**config.mk**
```make
export PLATFORM = sky130hd
export DESIGN_NAME = sdram_mc_burst_arb
export DESIGN_NICKNAME = d
export VERILOG_FILES = /design/src/rtl/sdram_arb_pkg.sv /design/src/rtl/sdram_rr_pick.sv /design/src/rtl/sdram_mc_burst_arb.sv
export SDC_FILE = /design/constraint.sdc
export NUM_CORES = 1
export LEC_CHECK = 0
export ABC_AREA = 1
export ABC_CLOCK_PERIOD_IN_PS = 7700
export BUFFER_PORTS_ARGS = -buffer_cell sky130_fd_sc_hd__buf_2
export CAP_MARGIN = 0
export CORE_AREA = 2 2 225 227
export DETAILED_ROUTE_END_ITERATION = 10
export DIE_AREA = 0 0 227 229
export GPL_TIMING_DRIVEN = 0
export PLACE_DENSITY = 0.78
export REMOVE_ABC_BUFFERS = 1
export SLEW_MARGIN = 10
export SYNTH_ARGS = -nofsm -noshare
export SYNTH_HDL_FRONTEND = slang
export SYNTH_HIERARCHICAL = 1
export SYNTH_SLANG_ARGS = --single-unit
```
**constraint.sdc**
```tcl
create_clock -name sys_clk -period 7.7 [get_ports sys_clk]
set_clock_uncertainty 0.1 [all_clocks]
set_input_delay 1.155 -clock sys_clk [delete_from_list [all_inputs] [get_ports sys_clk]]
set_output_delay 1.155 -clock sys_clk [all_outputs]
set_load 0.02 [all_outputs]
```
**src/rtl/sdram_arb_pkg.sv**
```systemverilog
// Shared types for the multi-channel SDRAM burst arbiter: FSM state encoding
// and channel-index width helper.
package sdram_arb_pkg;

    typedef enum logic [2:0] {
        IDLE     = 3'd0,
        WR_REQ   = 3'd1,
        WR_BURST = 3'd2,
        RD_REQ   = 3'd3,
        RD_BURST = 3'd4
    } arb_state_e;

    function automatic int CH_IDX_W(input int n);
        return (n > 1) ? $clog2(n) : 1;
    endfunction

endpackage

```
**src/rtl/sdram_rr_pick.sv**
```systemverilog
// Combinational round-robin picker: first set request at or after ptr_i,
// returned as a one-hot grant plus its index.
module sdram_rr_pick
    import sdram_arb_pkg::*;
#(
    parameter int NUM_CH = 4
) (
    input  logic [NUM_CH-1:0]           req_i,
    input  logic [CH_IDX_W(NUM_CH)-1:0] ptr_i,
    output logic [NUM_CH-1:0]           gnt_o,
    output logic [CH_IDX_W(NUM_CH)-1:0] idx_o
);
    localparam int IW = CH_IDX_W(NUM_CH);

    logic          found;
    logic [IW-1:0] c;

    always_comb begin
        gnt_o = '0;
        idx_o = '0;
        found = 1'b0;
        c     = '0;
        for (int i = 0; i < NUM_CH; i++) begin
            c = IW'((int'(ptr_i) + i) % NUM_CH);
            if (!found && req_i[c]) begin
                found    = 1'b1;
                gnt_o[c] = 1'b1;
                idx_o    = c;
            end
        end
    end

endmodule

```
**src/rtl/sdram_mc_burst_arb.sv**
```systemverilog
// Schedules per-channel write/read bursts onto one SDRAM request port and owns the
// circular region pointers. Define SDRAM_ARB_WR_PRIO_EN for global write priority.
module sdram_mc_burst_arb
    import sdram_arb_pkg::*;
#(
    parameter int NUM_CH = 4,
    parameter int ADDR_W = 24,
    parameter int LVL_W  = 10,
    parameter int BL_W   = 10
) (
    input  logic                        sys_clk,
    input  logic                        sys_rst,
    input  logic                        init_end,
    input  logic [NUM_CH*LVL_W-1:0]     ch_wr_level,
    input  logic [NUM_CH*LVL_W-1:0]     ch_rd_space,
    input  logic [NUM_CH-1:0]           ch_rd_en,
    input  logic [NUM_CH*ADDR_W-1:0]    ch_wr_b_addr,
    input  logic [NUM_CH*ADDR_W-1:0]    ch_wr_e_addr,
    input  logic [NUM_CH*ADDR_W-1:0]    ch_rd_b_addr,
    input  logic [NUM_CH*ADDR_W-1:0]    ch_rd_e_addr,
    input  logic [NUM_CH-1:0]           ch_addr_rst,
    input  logic [BL_W-1:0]             wr_burst_len,
    input  logic [BL_W-1:0]             rd_burst_len,
    output logic                        sdram_wr_req,
    input  logic                        sdram_wr_ack,
    output logic [ADDR_W-1:0]           sdram_wr_addr,
    output logic [BL_W-1:0]             sdram_wr_burst_len,
    output logic                        sdram_rd_req,
    input  logic                        sdram_rd_ack,
    output logic [ADDR_W-1:0]           sdram_rd_addr,
    output logic [BL_W-1:0]             sdram_rd_burst_len,
    output logic [CH_IDX_W(NUM_CH)-1:0] wr_grant_ch,
    output logic [CH_IDX_W(NUM_CH)-1:0] rd_grant_ch,
    output logic                        wr_grant_vld,
    output logic                        rd_grant_vld
);
    localparam int IW = CH_IDX_W(NUM_CH);

    arb_state_e      state_q;
    logic [IW-1:0]   rr_q, wr_ch_q, rd_ch_q;
    logic            wr_req_q, rd_req_q, wr_vld_q, rd_vld_q, sup_q;
    logic [ADDR_W-1:0] wr_addr_q, rd_addr_q;
    logic [BL_W-1:0] wr_len_q, rd_len_q;
    logic [ADDR_W-1:0] wr_ptr_q [NUM_CH];
    logic [ADDR_W-1:0] rd_ptr_q [NUM_CH];

    logic [ADDR_W-1:0] wr_b [NUM_CH];
    logic [ADDR_W-1:0] wr_e [NUM_CH];
    logic [ADDR_W-1:0] rd_b [NUM_CH];
    logic [ADDR_W-1:0] rd_e [NUM_CH];
    logic [NUM_CH-1:0] wr_elig, rd_elig;

    for (genvar g = 0; g < NUM_CH; g++) begin : g_ch
        assign wr_b[g] = ch_wr_b_addr[g*ADDR_W +: ADDR_W];
        assign wr_e[g] = ch_wr_e_addr[g*ADDR_W +: ADDR_W];
        assign rd_b[g] = ch_rd_b_addr[g*ADDR_W +: ADDR_W];
        assign rd_e[g] = ch_rd_e_addr[g*ADDR_W +: ADDR_W];
        assign wr_elig[g] = (wr_burst_len != '0) &&
                            (32'(ch_wr_level[g*LVL_W +: LVL_W]) >= 32'(wr_burst_len));
        assign rd_elig[g] = ch_rd_en[g] && (rd_burst_len != '0) &&
                            (32'(ch_rd_space[g*LVL_W +: LVL_W]) >= 32'(rd_burst_len));
    end

    logic          pick_any, grant_wr;
    logic [IW-1:0] pick_idx, rr_next;

`ifdef SDRAM_ARB_WR_PRIO_EN
    logic [NUM_CH-1:0] w_gnt, r_gnt;
    logic [IW-1:0]     w_idx, r_idx;

    sdram_rr_pick #(.NUM_CH(NUM_CH)) u_pick_wr (.req_i(wr_elig), .ptr_i(rr_q), .gnt_o(w_gnt), .idx_o(w_idx));
    sdram_rr_pick #(.NUM_CH(NUM_CH)) u_pick_rd (.req_i(rd_elig), .ptr_i(rr_q), .gnt_o(r_gnt), .idx_o(r_idx));

    assign grant_wr = |w_gnt;
    assign pick_any = grant_wr | (|r_gnt);
    assign pick_idx = grant_wr ? w_idx : r_idx;
`else
    logic [NUM_CH-1:0] any_gnt;

    sdram_rr_pick #(.NUM_CH(NUM_CH)) u_pick (.req_i(wr_elig | rd_elig), .ptr_i(rr_q), .gnt_o(any_gnt), .idx_o(pick_idx));

    // Within the picked channel a pending write outranks its read.
    assign grant_wr = |(any_gnt & wr_elig);
    assign pick_any = |any_gnt;
`endif

    assign rr_next = (pick_idx == IW'(NUM_CH - 1)) ? '0 : pick_idx + IW'(1);

    logic          wr_dir;
    logic [IW-1:0] cur_ch;
    assign wr_dir = (state_q == WR_REQ) || (state_q == WR_BURST);
    assign cur_ch = wr_dir ? wr_ch_q : rd_ch_q;

    // Advance by one burst; fall back to base when the following burst would overrun the region end.
    function automatic logic [ADDR_W-1:0] next_ptr(input logic [ADDR_W-1:0] p, input logic [BL_W-1:0] l,
                                                   input logic [ADDR_W-1:0] b, input logic [ADDR_W-1:0] e);
        logic [ADDR_W+1:0] n, lim;
        n   = (ADDR_W+2)'(p) + (ADDR_W+2)'(l);
        lim = (ADDR_W+2)'(e) + (ADDR_W+2)'(1);
        return (n + (ADDR_W+2)'(l) > lim) ? b : n[ADDR_W-1:0];
    endfunction

    always_ff @(posedge sys_clk) begin
        if (sys_rst) begin
            state_q   <= IDLE;
            rr_q      <= '0;
            wr_ch_q   <= '0;
            rd_ch_q   <= '0;
            wr_req_q  <= 1'b0;
            rd_req_q  <= 1'b0;
            wr_vld_q  <= 1'b0;
            rd_vld_q  <= 1'b0;
            sup_q     <= 1'b0;
            wr_addr_q <= '0;
            rd_addr_q <= '0;
            wr_len_q  <= '0;
            rd_len_q  <= '0;
            for (int i = 0; i < NUM_CH; i++) begin
                wr_ptr_q[i] <= wr_b[i];
                rd_ptr_q[i] <= rd_b[i];
            end
        end else begin
            for (int i = 0; i < NUM_CH; i++) begin
                if (ch_addr_rst[i]) begin
                    wr_ptr_q[i] <= wr_b[i];
                    rd_ptr_q[i] <= rd_b[i];
                end
            end
            // A reload that lands on the in-flight channel cancels its end-of-burst advance.
            if (state_q != IDLE && ch_addr_rst[cur_ch])
                sup_q <= 1'b1;

            case (state_q)
                IDLE: begin
                    if (init_end && pick_any) begin
                        rr_q  <= rr_next;
                        sup_q <= ch_addr_rst[pick_idx];
                        if (grant_wr) begin
                            wr_ch_q   <= pick_idx;
                            wr_addr_q <= wr_ptr_q[pick_idx];
                            wr_len_q  <= wr_burst_len;
                            wr_req_q  <= 1'b1;
                            wr_vld_q  <= 1'b1;
                            state_q   <= WR_REQ;
                        end else begin
                            rd_ch_q   <= pick_idx;
                            rd_addr_q <= rd_ptr_q[pick_idx];
                            rd_len_q  <= rd_burst_len;
                            rd_req_q  <= 1'b1;
                            rd_vld_q  <= 1'b1;
                            state_q   <= RD_REQ;
                        end
                    end
                end
                WR_REQ: begin
                    if (sdram_wr_ack) begin
                        wr_req_q <= 1'b0;
                        state_q  <= WR_BURST;
                    end
                end
                WR_BURST: begin
                    if (!sdram_wr_ack) begin
                        wr_vld_q <= 1'b0;
                        state_q  <= IDLE;
                        if (!sup_q && !ch_addr_rst[wr_ch_q])
                            wr_ptr_q[wr_ch_q] <= next_ptr(wr_addr_q, wr_len_q, wr_b[wr_ch_q], wr_e[wr_ch_q]);
                    end
                end
                RD_REQ: begin
                    if (sdram_rd_ack) begin
                        rd_req_q <= 1'b0;
                        state_q  <= RD_BURST;
                    end
                end
                RD_BURST: begin
                    if (!sdram_rd_ack) begin
                        rd_vld_q <= 1'b0;
                        state_q  <= IDLE;
                        if (!sup_q && !ch_addr_rst[rd_ch_q])
                            rd_ptr_q[rd_ch_q] <= next_ptr(rd_addr_q, rd_len_q, rd_b[rd_ch_q], rd_e[rd_ch_q]);
                    end
                end
                default: state_q <= IDLE;
            endcase
        end
    end

    assign sdram_wr_req       = wr_req_q;
    assign sdram_wr_addr      = wr_addr_q;
    assign sdram_wr_burst_len = wr_len_q;
    assign sdram_rd_req       = rd_req_q;
    assign sdram_rd_addr      = rd_addr_q;
    assign sdram_rd_burst_len = rd_len_q;
    assign wr_grant_ch        = wr_ch_q;
    assign rd_grant_ch        = rd_ch_q;
    assign wr_grant_vld       = wr_vld_q;
    assign rd_grant_vld       = rd_vld_q;

endmodule
```
==> impl_results.md, run 1 <==
- Outcome: finished, final reports clean
- Slew at the pin closest to its max-slew limit: 1290 ps
- First-pass GRT wire length: 143 mm
- DRT antenna net count: 0
- Fin crit share: 92.4%
- Vias in the first global route: 26500
- Slew Limit Fails: 0
- Synth cell types: 63
- Total track usage: 35.5%
- Final Hold Vio Count: 0
- Worst rel slew slack: 13.5%
- Total gr overflow: 0
- Core box area: 49700 µm²
- Worst Reg-to-Reg Cells: 32
- CTS clk-pin slew, worst paths: 60 ps
- FF+latch count, synth: 274
- Crit end category: flop
- Syn_area_per_cell: 6.80 µm²
- Total die area: 52000 µm²
- Nets@finish: 4799
- CP max stage cell: nand2_2
- CP required: 7910 ps
- Cell Count, Final, Fillers Out: 4833
- Initial antenna violation count: 16
- Netlist Area Pre-Place: 24700 µm²
- WL per Instance: 19.7 µm
- EDFF count, synth: 192
- Via count: 27700
- Synth Warn #: 6
- Worst VDD drop: 314 µV
- Top FF cell, synth: edfxtp_1
- Fmax: 141 MHz
- Reg area: 7410 µm²
- Row Count: 82
- IO Pins: 573
- IO Port Bufs: 572
- FILL cells: 4859
- Setup_tns: 0 ps
- Die width: 227 µm
- CTS tree: built
- Setup CP Type: flop to flop
- Min cycle time layout: 7120 ps
- Final setup violation count: 0
- DRC: 0
- DIE HEIGHT: 229 µm
- Arr. time, crit path: 7330 ps
- Multi-input gate area: 15500 µm²
- Leakage power figure: 15.0 nW
- Setup Fix Bufs, Post-CTS: 0
- Final WL: 95.0 mm
- Layout cells sized above 1: 17.7%
- Post-synth ARST share: 0%
- Largest net degree at the start of global routing: 74
- Crit path max fanout: 25
- CTS Buf Count: 35
- P per Cell Area: 381 nW/µm²
- Cells after Synth: 3639
- Post-synthesis sequential area ratio: 30.0%
- Hold WC Path Type: flop to flop
- Dpl cells: 4754
- Worst skew pair latency: 560 ps
- Gpl congestion: 1.00
- Slowest stage delay, CP: 770 ps
- Clock Tree Buf Depth: 3
- Unrepaired setup endpoints after global routing: no
- Drt first-iter violations: 2572
- CTS root buf: clkbuf_16
- Max-Cap Viols: 0
- H-tree depth: 2
- Dpl hpwl: 69.5 mm
- Area grow syn2layout: 18.6%
- Initial Util: 49.8%
- DRT Pass-1 Iters: 7
- Hold Path Cell Cnt: 2
- Worst Setup Start Kind: flop
- TritonCTS sink count: 274
- Most used cell, CP: nand2_1
- Via/cell ratio: 5.73
worst paths after layout:
path                              start              end  slack, ps
setup / recovery  sdram_wr_burst_len[0]  wr_ptr_q[3][17]        580
hold / removal             sdram_wr_req     sdram_wr_req        350
setup reg to reg  sdram_wr_burst_len[0]  wr_ptr_q[3][17]        580
hold reg to reg            sdram_wr_req     sdram_wr_req        350
worst max-delay path: cells and delay by family, from the launching register on:
| family | cells | cell delay (ps) |
|---|---|---|
| XOR/XNOR | 1 | 400 |
| flip-flops | 1 | 440 |
| AND/OR/NAND/NOR | 19 | 3640 |
| buffers and inverters | 4 | 320 |
| adder cells (fa/ha/maj) | 4 | 1180 |
| AO/OA/AOI/OAI | 4 | 760 |
cells in the final DEF (no fill, tap or decap), types with 58 or more instances in the layout:
cell type,Yosys,routed
nand2_1,1162,1153
buf_2,45,572
nor2_1,407,405
nand3_1,364,358
inv_1,314,313
edfxtp_1,192,192
ha_1,178,178
a21oi_1,135,135
o21ai_0,135,135
xor2_1,82,82
dfxtp_1,82,82
nand4_1,74,74
a22o_1,58,58
timing repair:
action	in CTS	in global routing
setup endpoints to repair	0	192
hold buffers	0	0
resized for setup	0	2
routing by layer:
metal,track usage (%),vias to the layer above,share of wire (%)
met5,0,-,0.011
met4,22.3,2,6.3
met3,7.44,369,9.5
met2,60.4,1519,48
met1,40.4,12600,37
li1,-,13300,-
Yosys cell counts (58+ instances only):
cell | number | share of area (%)
a21oi_1 | 135 | 2.7
a22o_1 | 58 | 2.1
clkbuf_1 | 66 | 1.0
dfxtp_1 | 82 | 6.6
edfxtp_1 | 192 | 23
ha_1 | 178 | 9.0
inv_1 | 314 | 4.8
nand2_1 | 1162 | 18
nand3_1 | 364 | 7.4
nand4_1 | 74 | 1.9
nor2_1 | 407 | 6.2
o21ai_0 | 135 | 2.7
xor2_1 | 82 | 2.9
state kept, by name, summed over array words and instances, names as in the netlist:
register and cells:
sdram_rd_burst_len 10, sdram_wr_addr 24, rd_grant_ch 2, sdram_rd_addr 24, state_q 3, wr_grant_vld 1, sdram_wr_burst_len 10, sdram_rd_req 1
wr_grant_ch 2, wr_ptr_q 96, sdram_wr_req 1, rr_q 2, rd_ptr_q 96, sup_q 1, rd_grant_vld 1
report_power, final:
group	switching [mW]	leakage, nW	internal (mW)	total [mW]
sequential	0.291	2.63	1.84	2.13
combinational	5.10	11.8	2.31	7.40
clock	0.669	0.557	0.975	1.64
total	6.06	15.0	5.12	11.2
logic make-up (layout without fill, tap and decap cells):
family	count (synthesis)	count (layout)	share of synthesized area (%)
AND/OR/NAND/NOR	2106	2106	36.1
AO/OA/AOI/OAI	499	499	13.1
buffers and inverters	479	986	7.99
flip-flops	274	274	30.0
adder cells (fa/ha/maj)	182	182	9.33
XOR/XNOR	99	99	3.51
other	0	15	0
stage by stage:
stage	utilization, %	worst slack, ps	hold WS [ps]	power (mW)	instance area (µm²)
floorplan	-	-161	426	6.89	24000
global placement	55.9	-5720	339	8.15	27700
detailed placement	56.6	297	346	9.35	28100
CTS	58.9	236	355	11.0	29300
global route	59.0	91.4	368	12.0	29300
finish	59.0	583	350	11.2	29300
layout make-up:
class                           count  area share, %
Inverter                          337           4.41
Tap cell                          672           2.87
Antenna cell                       15          0.128
Clock inverter                     14          0.457
Multi-Input combinational cell   2886           52.7
Timing Repair Buffer              586           10.7
Sequential cell                   274           25.3
Clock buffer                       49           3.41
Note: power is estimated with default switching activity, not from simulation.
==> run 2: changes to the inputs <==
--- a/config.mk
+++ b/config.mk
@@ -13,6 +13,7 @@
 export DETAILED_ROUTE_END_ITERATION = 10
 export DIE_AREA = 0 0 227 229
 export GPL_TIMING_DRIVEN = 0
+export MAX_ROUTING_LAYER = met4
 export PLACE_DENSITY = 0.78
 export REMOVE_ABC_BUFFERS = 1
 export SLEW_MARGIN = 10
==> impl_results.md, run 2 (same netlist as run 1, synthesis figures left out) <==
- Outcome: finished, final reports clean
- Initial Util: 49.8% (unchanged)
- Hold WC Path Type: flop to flop
- CP required: 7910 ps (about the same)
- Sequential share of power: 19.0% (about the same)
- Final setup violation count: 0 (unchanged)
- IO Pins: 573 (unchanged)
- Via count: 27600 (-0.38%)
- Total track usage: 36.6% (+1.1 points)
- Commonest non-fill, non-tap cell in the layout: nand2_1
- First-pass GRT wire length: 143 mm (about the same)
- Crit path max fanout: 25 (unchanged)
- Regs by FF count: rd_ptr_q: 96 flops, wr_ptr_q: 96 flops
- Dpl hpwl: 69.7 mm (+0.29%)
- Fin crit share: 93.8% (+1.4 points)
- DRT Pass-1 Iters: 7 (unchanged)
- IO Port Bufs: 572 (unchanged)
- Total Power: 11.2 mW (about the same)
- P per Cell Area: 382 nW/µm² (about the same)
- Worst Reg-to-Reg Cells: 29 (-9.4%)
- Row Count: 82 (unchanged)
- Max-Cap Viols: 0 (unchanged)
- Dpl cells: 4755 (+0.021%)
- Most frequent cells in the layout: nand2_1 (1153), buf_2 (572), nor2_1 (405), nand3_1 (358), inv_1 (313)
- Worst rel slew slack: 14.6% (+1.1 points)
- Switching share of power: 54.4% (+0.22 points)
- Hold_buf cts: 0 (unchanged)
- Drt first-iter violations: 2603 (+1.2%)
- WL met3: 8.97 mm (-0.86%)
- CP max stage cell: nand2_2
- CTS tree: built
- Pre-CTS setup slack: 397 ps (+99.2 ps)
- Met2 wire len: 45.6 mm (+0.71%)
- Worst skew pair latency: 560 ps (about the same)
- Final WL: 94.8 mm (-0.21%)
- Reg2reg end: wr_ptr_q[1][17]
- Nets@finish: 4798 (-0.021%)
- Clock power share: 14.6% (about the same)
- Hold Path Sink: wr_grant_vld
- TritonCTS sink count: 274 (unchanged)
- Clock Tree Buf Depth: 3 (unchanged)
- Worst VDD drop: 351 µV (+12%)
- Slew at the pin closest to its max-slew limit: 1280 ps (-13.3 ps)
- Worst Setup Slack, final: 478 ps (-105 ps)
- Slowest stage delay, CP: 790 ps (+20 ps)
- R2r setup slk: 480 ps (-100 ps)
- Power Internal: 5.10 mW (-0.46%)
- Total die area: 52000 µm² (unchanged)
- Crit end category: flop
- Via/cell ratio: 5.71 (-0.36%)
- CTS Buf Count: 34 (-2.9%)
- Fmax: 138 MHz (-1.4%)
- Most used cell, CP: nand2_1
- Logic gate share of total power: 66.3% (about the same)
- DIE HEIGHT: 229 µm (unchanged)
- Min cycle time layout: 7220 ps (+105 ps)
- Worst r2r src: sdram_wr_burst_len[0]
- Area grow syn2layout: 18.5% (about the same)
- Total gr overflow: 0 (unchanged)
- Largest net degree at the start of global routing: 74 (unchanged)
- Hold_sp: wr_grant_vld
- Worst Setup Start Kind: flop
- H-tree depth: 2 (unchanged)
- Cell Count, Final, Fillers Out: 4832 (-0.021%)
- CTS root buf: clkbuf_16
- Worst Hold Margin: 352 ps (+1.76 ps)
- Final Hold Vio Count: 0 (unchanged)
- Core box area: 49700 µm² (unchanged)
- Switching power: 6.08 mW (+0.42%)
- Final instance area: 29300 µm² (about the same)
- Slew Limit Fails: 0 (unchanged)
- Leakage power figure: 15.0 nW (-0.10%)
- DRT antenna net count: 0 (unchanged)
- Setup_tns: 0 ps (unchanged)
- Arr. time, crit path: 7430 ps (+100 ps)
- Die width: 227 µm (unchanged)
- Layout cells sized above 1: 17.7% (+0.028 points)
- Gpl congestion: 0.995 (-0.69%)
- CTS clk-pin slew, worst paths: 60 ps (about the same)
- Setup Fix Bufs, Post-CTS: 0 (unchanged)
- Top routing layer in use: met4
- Setup CP Type: flop to flop
- Hold Path Cell Cnt: 2 (unchanged)
- DRC: 0 (unchanged)
- M1 WL: 34.5 mm (-0.54%)
- Dpl cell area: 28100 µm² (about the same)
- Vias in the first global route: 26200 (-1.0%)
- Layout Utilization: 59.0% (about the same)
- WL per Instance: 19.6 µm (-0.19%)
- Initial antenna violation count: 16 (unchanged)
run 2: cell types whose count changed in the layout (fill, tap and decap cells not counted), sizes merged:
cell,previous run,this run
bufinv,3,4
inv,337,339
clkbuf,49,42
clkinvlp,1,3
clkinv,10,11
run 2: critical path: cells and delay by family, from the launching register on:
kind	cells	cell delay [ps]
and+or+nand+nor	15	3440
DFF	1	440
buffers and inverters	4	370
AOI/OAI and AO/OA	5	1020
adders and majority gates	4	1180
xor gates and xnor gates	1	430
run 2: area by class of cell:
type	instances	area, µm²
inverter	337	1290
fill	4912	20400
clock buffer	42	912
tap	672	841
multi-input combinational	2886	15500
sequential	274	7410
timing repair buffer	586	3150
antenna	15	37.5
clock inverter	20	209
run 2: repair_timing:
action                                 in CTS  in global routing
resized for setup                           0                  2
setup endpoints to repair                   0                192
endpoints found under the hold margin       0                  0
run 2: worst max-delay path by stage:
stage / from / endpoint / slack (ps)
floorplan: rd_burst_len[9] / sup_q / -160
global placement: wr_burst_len[5] / sdram_wr_addr[7] / -5790
detailed placement: sdram_wr_burst_len[0] / wr_ptr_q[3][7] / 400
CTS: sdram_wr_burst_len[0] / wr_ptr_q[3][7] / 400
global route: sdram_rd_burst_len[0] / rd_ptr_q[2][23] / -7
finish: sdram_wr_burst_len[0] / wr_ptr_q[1][17] / 480
run 2: layer usage:
layer | up-vias | global-route usage (%)
li1 | 13300 | -
met1 | 12500 | 41.0
met2 | 1507 | 61.2
met3 | 363 | 6.53
met4 | 0 | 21.2
met5 | - | -
run 2: power by group through the flow:
stage | Combinational (mW) | Clock (mW) | Sequential, mW
finish | 7.42 | 1.64 | 2.13
global route | 8.15 | 1.70 | 2.15
CTS | 7.27 | 1.64 | 2.12
detailed placement | 7.22 | 0 | 2.15
global placement | 6.07 | 0 | 2.08
floorplan | 4.67 | 0 | 2.23
